===== config.mk =====
export PLATFORM = sky130hd
export DESIGN_NAME = mux2_arbiter
export DESIGN_NICKNAME = d
export VERILOG_FILES = /design/src/rtl/mux2_arbiter.sv
export SDC_FILE = /design/constraint.sdc
export NUM_CORES = 1
export LEC_CHECK = 0
export BUFFER_PORTS_ARGS = -buffer_cell sky130_fd_sc_hd__buf_2
export CAP_MARGIN = 20
export CORE_AREA = 2 2 39 41
export DETAILED_ROUTE_END_ITERATION = 10
export DIE_AREA = 0 0 41 43
export PLACE_DENSITY = 0.82
export SKIP_CTS_REPAIR_TIMING = 1
export SLEW_MARGIN = 20
export SYNTH_ARGS = -nofsm -noshare
export SYNTH_HDL_FRONTEND = slang
export SYNTH_SLANG_ARGS = --single-unit

===== constraint.sdc =====
create_clock -name clk -period 4.3 [get_ports clk]
set_input_delay 0.215 -clock clk [delete_from_list [all_inputs] [get_ports clk]]
set_output_delay 0.215 -clock clk [all_outputs]
set_load 0.03 [all_outputs]

===== src/rtl/mux2_arbiter.sv =====
// Two-requester round-robin arbiter driving a shared output mux, with a
// per-grant burst limit that only applies while the other requester waits.
module mux2_arbiter #(
  parameter int WIDTH = 1,
  parameter int BURST = 4
) (
  input  logic             clk,
  input  logic             rst,
  input  logic             req0,
  input  logic             req1,
  input  logic [WIDTH-1:0] d0,
  input  logic [WIDTH-1:0] d1,
  input  logic             out_ready,
  output logic [WIDTH-1:0] z,
  output logic             out_valid,
  output logic             sel,
  output logic             gnt0,
  output logic             gnt1,
  output logic [3:0]       beats
);

  typedef enum logic [1:0] {IDLE = 2'd0, G0 = 2'd1, G1 = 2'd2} state_t;

  state_t     state_reg, state_next;
  logic       sel_reg, sel_next;
  logic [3:0] beats_reg, beats_next;
  logic       last_served_reg, last_served_next;

  logic owner;      // index of the requester currently granted
  logic own_req;
  logic other_req;
  logic beat;

  always_ff @(posedge clk) begin
    if (rst) begin
      state_reg       <= IDLE;
      sel_reg         <= 1'b0;
      beats_reg       <= 4'd0;
      last_served_reg <= 1'b1;
    end else begin
      state_reg       <= state_next;
      sel_reg         <= sel_next;
      beats_reg       <= beats_next;
      last_served_reg <= last_served_next;
    end
  end

  assign owner     = (state_reg == G1);
  assign own_req   = owner ? req1 : req0;
  assign other_req = owner ? req0 : req1;
  assign beat      = out_valid & out_ready;

  always_comb begin
    state_next       = state_reg;
    sel_next         = sel_reg;
    beats_next       = beats_reg;
    last_served_next = last_served_reg;
    case (state_reg)
      IDLE: begin
        // On a tie, the requester not served last time wins.
        if (req0 && (!req1 || last_served_reg)) begin
          state_next = G0;
          sel_next   = 1'b0;
          beats_next = 4'd0;
        end else if (req1) begin
          state_next = G1;
          sel_next   = 1'b1;
          beats_next = 4'd0;
        end
      end
      G0, G1: begin
        if (!own_req) begin
          // Release: hand over directly, or fall back to IDLE keeping sel.
          beats_next       = 4'd0;
          last_served_next = owner;
          if (other_req) begin
            state_next = owner ? G0 : G1;
            sel_next   = ~owner;
          end else begin
            state_next = IDLE;
          end
        end else if (beat) begin
          if (beats_reg == 4'(BURST - 1)) begin
            beats_next = 4'd0;
            if (other_req) begin
              state_next       = owner ? G0 : G1;
              sel_next         = ~owner;
              last_served_next = owner;
            end
          end else begin
            beats_next = beats_reg + 4'd1;
          end
        end
      end
      default: state_next = IDLE;
    endcase
  end

  always_comb begin
    gnt0      = (state_reg == G0);
    gnt1      = (state_reg == G1);
    out_valid = (gnt0 & req0) | (gnt1 & req1);
    sel       = sel_reg;
    beats     = beats_reg;
    z         = sel_reg ? d1 : d0;
  end

endmodule


==> impl_metrics.tcl <==
set metrics [dict create \
    status "finished clean" \
    clk_pin_slew_worst_paths_ps 60 \
    hold_class "input pin to register" \
    core_sq_um 1384 \
    largest_register_ffs 4 \
    synth_seq_area_share 0.2332 \
    power_density_nw_per_um2 611.3 \
    endpoint_kind "register" \
    grt_max_degree 14 \
    ys_seq_elements 8 \
    period_share 0.5003 \
    die_h_um 43 \
    fin_area_sq_um 765.7 \
    grt-ovfl-total 0 \
    worst_path_max_delay_cell "ha_1" \
    yosys.area.top_type "dfxtp_1" \
    p_sw_frac 0.4730 \
    drt_iter0_markers 12 \
    cts_buffers 3 \
    final_antenna_net_count 0 \
    crit_required_ps 4440 \
    rsz0062_at_grt "no" \
    routedWlPerCell_um 12.55 \
    seqCellArea_sq_um 160.2 \
    wirelength_um 1380 \
    yosysWarningCount 0 \
    place_congestion 0.8289 \
    start_kind "register" \
    relSlewSlack 0.7021 \
    syn_inst 80 \
    leakagePower_nw 0.3382 \
    cts_sinks 8 \
    drive_gt1_frac 0.2872 \
    cts-root-buf "clkbuf_4" \
    dp.final_hpwl_um 1076 \
    setup_violations 0 \
    drv_cap 0 \
    path_buf_inv 1 \
    num_antenna_cells 0 \
    internal-power_mw 0.2467 \
    cpLargestDelayFamily "multiplexers" \
    tightest_slew_ps 446.9 \
    crit_arrival_ps 2290 \
    skew_ps 3.213 \
    vias_per_cell 6.018 \
    crit_type "register to register" \
    clockBufferDepth 2 \
    grtUsageTotal 0.1801 \
    drc 0 \
    p_switching_mw 0.2214 \
    synth_ff_type "dfxtp_1" \
    slew_viol_final 0 \
    grt_pass1_wl_um 2111 \
    synth_edf_count 0 \
    vias 662 \
    syn2layout_area_growth_pct 11.48 \
    period_needed_ps 2151 \
    final_common_cell "buf_2" \
    nets 108 \
    critPathMaxStageDelay_ps 430 \
    grt_pass1_vias 525 \
    synth_area_leaders "dfxtp_1 (23%), ha_1 (9.1%), nor2_1 (4.4%)" \
    synth_top_area_share 0.2332 \
    finalHoldViolCount 0 \
    mappedNetlistNets 92 \
    dpl_cell_area_sq_um 743.2 \
    clock_power_share 0.126 \
    io_buffers 15 \
    cp_max_fo 13 \
    vdd_ir_drop_max_uv 393.5 \
    async_reset_ff_frac 0 \
    fmax_mhz 464.9 \
    final.setup.tns_ps 0 \
    final_cell_mix "buf_2 (15), nor2_1 (8), dfxtp_1 (8)" \
    power.share.combinational 0.649 \
    ys_types 36 \
    cp_cell_sequence "inv_1 -> ha_1 -> mux2i_2 -> o221ai_2 -> a221oi_2 -> mux2_1" \
    num_rows 14 \
    syn_area_per_cell_sq_um 8.586 \
    grt_antenna_before_repair 0 \
    die_w_um 41 \
    multi_input_area_sq_um 461.7 \
    start_util 0.4964 \
    drtPass1Iterations 5 \
    power.sequential.fraction 0.225 \
    dieArea_sq_um 1763 \
    insertion_delay_ps 260 \
    h-tree-depth 1 \
    netlist_area_sq_um 686.9 \
    io_pins 16 \
    cts_tree "built" \
    fill_cells 128 \
]
## metal layers
metal  GRT usage  wire, um  share of wire
met3     0.08377        79          0.057
met5           0         0              0
met2      0.2969       731           0.53
met4     0.07333        34          0.025
met1      0.1845       534           0.39
## power groups by stage
| stage | Combinational, mW | Sequential [mW] | Clock, mW |
|---|---|---|---|
| finish | 0.304 | 0.105 | 0.0590 |
| global route | 0.334 | 0.108 | 0.0636 |
| CTS | 0.304 | 0.105 | 0.0625 |
| detailed placement | 0.304 | 0.107 | 0 |
| global placement | 0.299 | 0.105 | 0 |
| floorplan | 0.251 | 0.118 | 0 |
## cell families after synthesis
family,after synthesis,share of synthesized area
buffers and inverters,11,0.09473
AOI/OAI and AO/OA,19,0.2259
adders and majority gates,5,0.09107
muxes,6,0.09835
and+or+nand+nor,31,0.2568
DFF,8,0.2331
## per-stage QoR
step,utilization,std cells,hold slack (ps),power (mW),setup slack (ps)
2_1_floorplan,-,80,399.9,0.3687,2287
3_3_place_gp,0.5371,107,502.4,0.4044,2244
3_5_place_dp,0.5371,107,511.8,0.4105,2155
4_1_cts,0.5533,110,258.5,0.4718,2143
5_1_grt,0.5533,110,275.6,0.5051,1985
6_report,0.5533,110,260.2,0.4681,2149
## worst paths after layout
check               start           end  slack (ps)  cells past startpoint
max          state_reg[0]  state_reg[1]        2150                      6
min                   rst      beats[1]         260                      2
max reg2reg  state_reg[0]  state_reg[1]        2150                      6
min reg2reg      beats[3]      beats[3]         520                      2
## synthesized netlist by cell type, types with 2 or more instances
library cell / count
or3_1: 2
nand3b_1: 2
ha_1: 5
nor2_1: 8
a21boi_0: 2
o21ai_0: 4
nand2_1: 5
nand2b_1: 2
mux2i_1: 2
o32ai_1: 3
or3b_1: 2
mux2_2: 2
buf_6: 2
dfxtp_1: 8
nand3_1: 3
nor3b_1: 2
inv_1: 7
## layout make-up
class	instances	area share
Clock buffer	3	0.02941
Inverter	7	0.03431
Multi-Input combinational cell	61	0.6029
Sequential cell	8	0.2092
Tap cell	16	0.02614
Timing Repair Buffer	15	0.09804
Note: power is estimated with default switching activity, not from simulation.
